--- src/rtl/mem_stage_pkg.sv ---
// Shared constants for the MEM stage: funct3 encodings, access lengths, state type.
package mem_stage_pkg;

  typedef enum logic {StIdle = 1'b0, StBusy = 1'b1} state_e;

  localparam logic READ   = 1'b0;
  localparam logic WRITE  = 1'b1;
  localparam logic ENABLE = 1'b1;
  localparam logic [31:0] ZERO32 = 32'h0000_0000;

  localparam logic [2:0] F3_B  = 3'b000;
  localparam logic [2:0] F3_H  = 3'b001;
  localparam logic [2:0] F3_W  = 3'b010;
  localparam logic [2:0] F3_BU = 3'b100;
  localparam logic [2:0] F3_HU = 3'b101;

  localparam logic [2:0] LEN_B = 3'd1;
  localparam logic [2:0] LEN_H = 3'd2;
  localparam logic [2:0] LEN_W = 3'd4;

  // Reserved encodings (011, 11x) fall through to a word access.
  function automatic logic [2:0] len_of(input logic [2:0] funct3);
    case (funct3[1:0])
      2'b00:   len_of = LEN_B;
      2'b01:   len_of = LEN_H;
      default: len_of = LEN_W;
    endcase
  endfunction

  function automatic logic misaligned(input logic [2:0] len, input logic [1:0] addr_lo);
    misaligned = ((len == LEN_H) && addr_lo[0]) || ((len == LEN_W) && (addr_lo != 2'b00));
  endfunction

endpackage

--- src/rtl/mem_stage_load_extend.sv ---
// Sign/zero extension of zero-padded load data according to funct3.
module mem_stage_load_extend
  import mem_stage_pkg::*;
#(
  parameter int unsigned DATA_W = 32
) (
  input  logic [2:0]        funct3_i,
  input  logic [DATA_W-1:0] raw_i,
  output logic [DATA_W-1:0] ext_o
);

  always_comb begin
    case (funct3_i)
      F3_B:    ext_o = {{(DATA_W-8){raw_i[7]}}, raw_i[7:0]};
      F3_BU:   ext_o = {{(DATA_W-8){1'b0}}, raw_i[7:0]};
      F3_H:    ext_o = {{(DATA_W-16){raw_i[15]}}, raw_i[15:0]};
      F3_HU:   ext_o = {{(DATA_W-16){1'b0}}, raw_i[15:0]};
      F3_W:    ext_o = raw_i;
      default: ext_o = raw_i;
    endcase
  end

endmodule

--- src/rtl/mem_stage.sv ---
// Pipeline MEM stage: requester side of the memCtrl MEM port, stalls for the whole transaction.
// Optional MISALIGN_TRAP_EN: trap misaligned H/W accesses instead of issuing a request.
module mem_stage
  import mem_stage_pkg::*;
#(
  parameter int unsigned ADDR_W = 32,
  parameter int unsigned DATA_W = 32
) (
  input  logic              clk_in,
  input  logic              rst_in,
  input  logic              exValid_in,
  input  logic              exMemOp_in,
  input  logic              exStore_in,
  input  logic [2:0]        exFunct3_in,
  input  logic [DATA_W-1:0] exAddr_in,
  input  logic [DATA_W-1:0] exData_in,
  input  logic [4:0]        exRd_in,
  input  logic              exWreg_in,
  output logic              MEM_out,
  output logic              MEMrw_out,
  output logic [ADDR_W-1:0] MEMAddr_out,
  output logic [DATA_W-1:0] MEMData_out,
  output logic [2:0]        MEMLen_out,
  input  logic              memDataE_in,
  input  logic [DATA_W-1:0] memData_in,
  output logic              wbE_out,
  output logic [4:0]        wbRd_out,
  output logic [DATA_W-1:0] wbData_out,
`ifdef MISALIGN_TRAP_EN
  output logic              misalign_out,
  output logic [ADDR_W-1:0] misAddr_out,
`endif
  output logic              stall_out
);

  state_e              state_q, state_d;
  logic                rw_q, rw_d;
  logic [ADDR_W-1:0]   addr_q, addr_d;
  logic [DATA_W-1:0]   data_q, data_d;
  logic [2:0]          len_q, len_d;
  logic [2:0]          funct3_q, funct3_d;
  logic [4:0]          rd_q, rd_d;
  logic                wreg_q, wreg_d;
  logic                wbe_q, wbe_d;
  logic [4:0]          wbrd_q, wbrd_d;
  logic [DATA_W-1:0]   wbdata_q, wbdata_d;
  logic [DATA_W-1:0]   load_ext;
  logic                req_open;
`ifdef MISALIGN_TRAP_EN
  logic                mis_q, mis_d;
  logic [ADDR_W-1:0]   misaddr_q, misaddr_d;
`endif

  mem_stage_load_extend #(
    .DATA_W (DATA_W)
  ) u_load_extend (
    .funct3_i (funct3_q),
    .raw_i    (memData_in),
    .ext_o    (load_ext)
  );

  // Request drops in the completion cycle so memCtrl never sees a second request.
  assign req_open = (state_q == StBusy) && (memDataE_in != ENABLE);

  always_comb begin
    state_d  = state_q;
    rw_d     = rw_q;
    addr_d   = addr_q;
    data_d   = data_q;
    len_d    = len_q;
    funct3_d = funct3_q;
    rd_d     = rd_q;
    wreg_d   = wreg_q;
    wbe_d    = 1'b0;
    wbrd_d   = wbrd_q;
    wbdata_d = wbdata_q;
`ifdef MISALIGN_TRAP_EN
    mis_d     = 1'b0;
    misaddr_d = misaddr_q;
`endif
    case (state_q)
      StIdle: begin
        if (exValid_in) begin
          if (!exMemOp_in) begin
            wbe_d    = exWreg_in;
            wbrd_d   = exRd_in;
            wbdata_d = exAddr_in;
          end else begin
            rw_d     = exStore_in ? WRITE : READ;
            addr_d   = exAddr_in[ADDR_W-1:0];
            data_d   = exData_in;
            len_d    = len_of(exFunct3_in);
            funct3_d = exFunct3_in;
            rd_d     = exRd_in;
            wreg_d   = exWreg_in;
`ifdef MISALIGN_TRAP_EN
            if (misaligned(len_of(exFunct3_in), exAddr_in[1:0])) begin
              mis_d     = 1'b1;
              misaddr_d = exAddr_in[ADDR_W-1:0];
            end else begin
              state_d = StBusy;
            end
`else
            state_d = StBusy;
`endif
          end
        end
      end
      StBusy: begin
        if (memDataE_in) begin
          state_d  = StIdle;
          wbe_d    = wreg_q && (rw_q == READ);
          wbrd_d   = rd_q;
          wbdata_d = load_ext;
        end
      end
      default: state_d = StIdle;
    endcase
  end

  always_ff @(posedge clk_in) begin
    if (!rst_in) begin
      state_q  <= StIdle;
      rw_q     <= READ;
      addr_q   <= '0;
      data_q   <= DATA_W'(ZERO32);
      len_q    <= '0;
      funct3_q <= '0;
      rd_q     <= '0;
      wreg_q   <= 1'b0;
      wbe_q    <= 1'b0;
      wbrd_q   <= '0;
      wbdata_q <= DATA_W'(ZERO32);
`ifdef MISALIGN_TRAP_EN
      mis_q     <= 1'b0;
      misaddr_q <= '0;
`endif
    end else begin
      state_q  <= state_d;
      rw_q     <= rw_d;
      addr_q   <= addr_d;
      data_q   <= data_d;
      len_q    <= len_d;
      funct3_q <= funct3_d;
      rd_q     <= rd_d;
      wreg_q   <= wreg_d;
      wbe_q    <= wbe_d;
      wbrd_q   <= wbrd_d;
      wbdata_q <= wbdata_d;
`ifdef MISALIGN_TRAP_EN
      mis_q     <= mis_d;
      misaddr_q <= misaddr_d;
`endif
    end
  end

  assign MEM_out     = req_open;
  assign stall_out   = req_open;
  assign MEMrw_out   = rw_q;
  assign MEMAddr_out = addr_q;
  assign MEMData_out = data_q;
  assign MEMLen_out  = len_q;
  assign wbE_out     = wbe_q;
  assign wbRd_out    = wbrd_q;
  assign wbData_out  = wbdata_q;
`ifdef MISALIGN_TRAP_EN
  assign misalign_out = mis_q;
  assign misAddr_out  = misaddr_q;
`endif

endmodule

--- config.mk ---
export PLATFORM = sky130hd
export DESIGN_NAME = mem_stage
export DESIGN_NICKNAME = d
export VERILOG_FILES = /design/src/rtl/mem_stage_pkg.sv /design/src/rtl/mem_stage_load_extend.sv /design/src/rtl/mem_stage.sv
export SDC_FILE = /design/constraint.sdc
export NUM_CORES = 1
export LEC_CHECK = 0
export ABC_AREA = 1
export CORE_MARGIN = 4
export CORE_UTILIZATION = 29
export CTS_CLUSTER_DIAMETER = 60
export CTS_CLUSTER_SIZE = 24
export DETAILED_ROUTE_END_ITERATION = 12
export PLACE_DENSITY = 0.6
export SLEW_MARGIN = 10
export SYNTH_ARGS = -nofsm -noshare
export SYNTH_HDL_FRONTEND = slang
export SYNTH_HIERARCHICAL = 1
export SYNTH_SLANG_ARGS = --single-unit
--- constraint.sdc ---
create_clock -name clk_in -period 1.44 [get_ports clk_in]
set_input_delay 0.288 -clock clk_in [delete_from_list [all_inputs] [get_ports clk_in]]
set_output_delay 0.288 -clock clk_in [all_outputs]
set_load 0.01 [all_outputs]
# After elaboration in Yosys (flattened, before gate mapping)
# Index checks and enable logic that the tools add are counted.
[totals]
reg_bits = 116
inputBits = 111
out_inout_bits = 108
[classes]
eq_ne = 7
n_mux = 19
bitwise = 3
n_reduce_logical = 6
[op_table]
columns = ["cell", "n"]
rows = [
  ["$pmux 32 s4", 1],
  ["$mux 32", 3],
  ["$pmux 32 s2", 1],
  ["$mux 5", 3],
  ["$pmux 5 s2", 1],
  ["$mux 1", 7],
  ["$eq 3x3->1 const B", 2],
  ["$ne 2x2->1 const B", 3],
  ["$pmux 3 s2", 1],
  ["$reduce_and 3->1", 2],
  ["$pmux 1 s2", 2],
  ["$eq 3x1->1 const B", 1],
  ["$logic_not 3->1", 1],
  ["$not 1->1", 3],
  ["$eq 2x1->1 const B", 1],
  ["$logic_and 1x1->1", 2],
  ["$logic_not 2->1", 1],
]

# Logic depth before layout (Yosys ltp)
# Gate-level depths: netlist of run 1.
[logic_depth]
depth_word = 4
depth_mapped = 9
mapped_depth_nobuf = 8

# Hierarchy
# The synthesis of run 1 kept the hierarchy.
[modules_own_cells]
columns = ["module", "instances", "cells_per_inst", "area_each_um2"]
rows = [
  ["mem_stage", 1, 711, 4789.6],
  ["mem_stage_load_extend", 1, 70, 370.4],
]

# Worst setup path before layout of run 1
# OpenSTA, ideal clock, no wires.
[synth_timing]
kind = "register to register"
start = "register funct3_q[1]"
end = "register wbdata_q[31], in the netlist wbData_out[31]"
setup_ns = 0.064
t_arrival_ns = 1.100
required_time_ns = 1.376
path_slack_ns = 0.276
path_stages_with_launch = 10
n_path_buf = 2
path_cell_list = "dfxtp_1 buf_6 nor2_1 nand2_2 buf_6 nand3_1 nand2_1 nand2_1 nor2_1 nor2_1"
[synth_via]
elab_chain_cells = 4
[synth_lines]
columns = ["item", "line_no", "source"]
rows = [
  ["from (decl)", "mem_stage.sv:41", "logic [2:0] funct3_q, funct3_d;"],
  ["from (signal assigned)", "mem_stage.sv:144", "funct3_q <= funct3_d;"],
  ["$eq 3x3->1 (tied with other cells)", "mem_stage_load_extend.sv:13", "case (funct3_i)"],
  ["$pmux 32 s4 (*)", "mem_stage_load_extend.sv:13", ""],
  ["named net load_ext[31]", "mem_stage.sv:47", "logic [DATA_W-1:0] load_ext;"],
  ["$mux 32 (*)", "mem_stage.sv:110", "if (memDataE_in) begin"],
  ["$pmux 32 s2 (*)", "mem_stage.sv:81", "case (state_q)"],
  ["to (signal assigned)", "mem_stage.sv:133", "wbdata_q <= DATA_W'(ZERO32);"],
  ["to (signal assigned)", "mem_stage.sv:149", "wbdata_q <= wbdata_d;"],
  ["to (decl)", "mem_stage.sv:46", "logic [DATA_W-1:0] wbdata_q, wbdata_d;"],
]
# The timed path passes the listed nets; every way through them passes the cells marked *. The select of a mux whose other input is x is not followed.
# A chain may end at the register's enable or synchronous reset.

# Final worst setup path of run 1
[layout_timing]
start = "register rw_q, in the netlist MEMrw_out"
end = "output MEMrw_out"
[layout_rtl]
columns = ["item", "line_no", "source"]
rows = [
  ["from (decl)", "mem_stage.sv:37", "logic rw_q, rw_d;"],
  ["from (signal assigned)", "mem_stage.sv:140", "rw_q <= rw_d;"],
  ["to (decl)", "mem_stage.sv:20", "output logic MEMrw_out,"],
]
# No word-level cell between the ends.

==> results.md, run 1 <==
- Status: completed
- WS Path Type: reg2out
- Max-slew headroom: 0.6433
- Syn nets: 892
- Period utilization: 0.9486
- CP bufs+invs: 1
- Main combinational cell family by area after synthesis: simple AND/OR/NAND/NOR gates
- Final Slew Violations: 0
- Final setup fails: 0
- Drt via density: approximately 4.5
- Initial antenna violation count: 0
- Row count: 48
- Largest net degree at the start of global routing: between 40 and 50
- Crit end category: output pin
- Global placement routability congestion: 0.7981
- Post-synthesis area per instance: 6.607 µm²
- Tmin final: 1.366 ns
- Die Wd: 141.4 µm
- Vias in the first global route: about 5.3k
- Nets@finish: 1102
- Worst slew pin tran: 0.5351 ns
- Post-synthesis mux area share: 0
- Syn Inst Count: about 800
- Synth Area in Adders: 0
- Maximum clock frequency: 0.7321 GHz
- Post-CTS Setup Inserts: 0
- Post-DP Area: 0.007741 mm²
- Worst-Skew Late Latency: 0.41 ns
- Crit path launch: MEMrw_out
- Simple-Gate Fraction of Synth Area: 0.3628
- Leakage: 4.049 nW
- Hold_ws: about 0.3 ns
- CTS clock-pin slew for the worst setup and hold paths: 0.05 ns
- Final Skew: 0.006153 ns
- WP depth: 1
- 1st-pass router iterations: 6
- Detail Route Antenna Nets: 0
- RSZ-0062 raised after global routing: no
- Post-route DRC: 0
- CTS tree: yes
- Vias: 5470
- Longest Clk Path Bufs: 2
- Synth Area in Compound Gates: 0.08438
- # diodes: 0
- Inserted Clock Buffers: 17
- Crit path max-delay family: flip-flops
- Worst-path cell with the longest stage delay: dfxtp_1
- WP data required: roughly 1.2 ns
- Clk sinks: about 120
- Fin cells: 1229
- Die H: 141.4 µm
- Crit-path max FO: 3
- Reg2reg start: state_q
- First-pass GRT wire length: 28210 µm
- Flip-flop and latch count after synthesis: around 120
- Clock Root Buffer: clkbuf_16
- Final Instance Area: 0.008220 mm²
- Arrival @ worst endpoint: roughly 1.1 ns
- Max-Cap Viols: 0
- Die ar.: ~0.020 mm²
- Startpoint Class: flop
- Most common cell after layout, fill and taps aside: nand2_1
- WL per Instance: 14.71 µm
- Post-Syn Area: 0.005160 mm²
- Layout cells sized above 1: 0.07869
- Routed wire length: 18070 µm
- Crit-path max cell delay: 0.35 ns
- Post-DP HPWL: 12430 µm
- PwrDens: 1173 mW/mm²
- CTS H-tree lvls: 4
- Hold Crit Class: in2reg
- Port bufs: between 200 and 250
- Hold wc startpoint: rst_in
- Fin. Hold Viols: 0
- Hold path depth: 3
- Top Ports: 219
- Synth-to-Final Area Change: 59.31%
- Initial DRC Count: 320
- Initial Util: 0.2973
- Peak VDD IR: 0.0008381 V
- Ys Warns: 6
- Gr ovfl total: 0
- Dpl ws: -0.2655 ns
- Netlist cell types: 17
- Crit-path cells: dlygate4sd2_1
- Setup ws final: roughly 0.074 ns
- Filler instances: roughly 1.8k
- Total GRT Usage: 0.1781
- Post-synthesis sequential area ratio: 0.4500
- Synth Area in XOR/XNOR: 0
- Core Area: 0.01736 mm²
- Total Power: 9.642 mW
- Reg2Reg Depth: 5
- Most frequent cells in the layout: nand2_1, nor2_1, dfxtp_1
- Placed cells: approximately 1.2k
- Hold buffer count at CTS: 0
[flip-flops by register name (all words and copies together) (netlist names)]
register,count
MEMrw_out,1
rd_q,5
wbRd_out,5
funct3_q,3
MEMAddr_out,32
wreg_q,1
wbE_out,1
MEMData_out,32
MEMLen_out,3
state_q,1
wbData_out,32
[power breakdown]
part	switching, mW	total (mW)	internal [mW]	leakage, nW
Combinational	0.844	1.67	0.826	2.80
Clock	1.55	4.44	2.89	0.293
Sequential	0.108	3.54	3.43	0.954
Total	2.50	9.64	7.14	4.05
[layout make-up]
cell class | instances | area [µm²] | share of cell area
repair buffers | 252 | 2505 | 0.3047
flip-flops and latches | 116 | 2326 | 0.2830
multi-input cells | 557 | 2315 | 0.2816
clock buffers | 19 | 432.9 | 0.05266
well taps | 225 | 281.5 | 0.03425
clock inverters | 13 | 183.9 | 0.02237
inverters | 47 | 176.4 | 0.02146
[synth_stat cells]
cell type	instances	area (µm²)
nand3_2	5	50.05
dfxtp_1	116	2322
buf_4	18	135.1
inv_2	1	3.750
buf_6	4	45.04
nand2_1	261	979.7
clkinv_1	1	3.750
nand2_2	2	12.51
nand3_1	51	255.2
o21ai_0	43	215.2
a21oi_1	44	220.2
clkbuf_1	17	63.81
nand4_1	1	6.260
buf_2	22	110.1
nor2_1	148	555.5
nor2_2	2	12.51
inv_1	45	168.9
[metrics by stage]
step	TNS [ns]	util
finish	0	0.4736
global route	0	0.4736
CTS	-0.004454	0.4741
detailed placement	-23.00	0.4460
global placement	-21.45	0.4460
floorplan	0	-
[kinds of logic after synthesis]
kind of cell	after synthesis
AOI/OAI and AO/OA	87
buffers and inverters	108
DFF	116
and+or+nand+nor	470
[routing by layer]
metal  track usage  vias up  share of wire
met1        0.2219     2425           0.43
met5             0        -              0
met3       0.06808       22          0.095
met4       0.06061        0          0.019
li1              -     2830              -
met2        0.2832      193           0.45
[path summary, 6_finish.rpt]
path	to	slack [ns]
max	MEMrw_out	0.07
min	MEMAddr_out[1]	0.30
max reg2reg	MEMData_out[20]	0.11
min reg2reg	MEMAddr_out[1]	0.46
[repair_timing]
item | CTS | global route
endpoints found under the hold margin | 0 | 0
cloned | 0 | 0
gates resized for setup | 112 | 3
setup endpoints to repair | 108 | 2
Note: power is estimated with default switching activity, not from simulation.
==> inputs of run 2 (changes only) <==
--- a/config.mk
+++ b/config.mk
@@ -6,6 +6,7 @@
 export NUM_CORES = 1
 export LEC_CHECK = 0
 export ABC_AREA = 1
+export CAP_MARGIN = 20
 export CORE_MARGIN = 4
 export CORE_UTILIZATION = 29
 export CTS_CLUSTER_DIAMETER = 60
==> results of run 2 <==
Same layout as run 1: the final DEF is identical, and so are final timing and power.
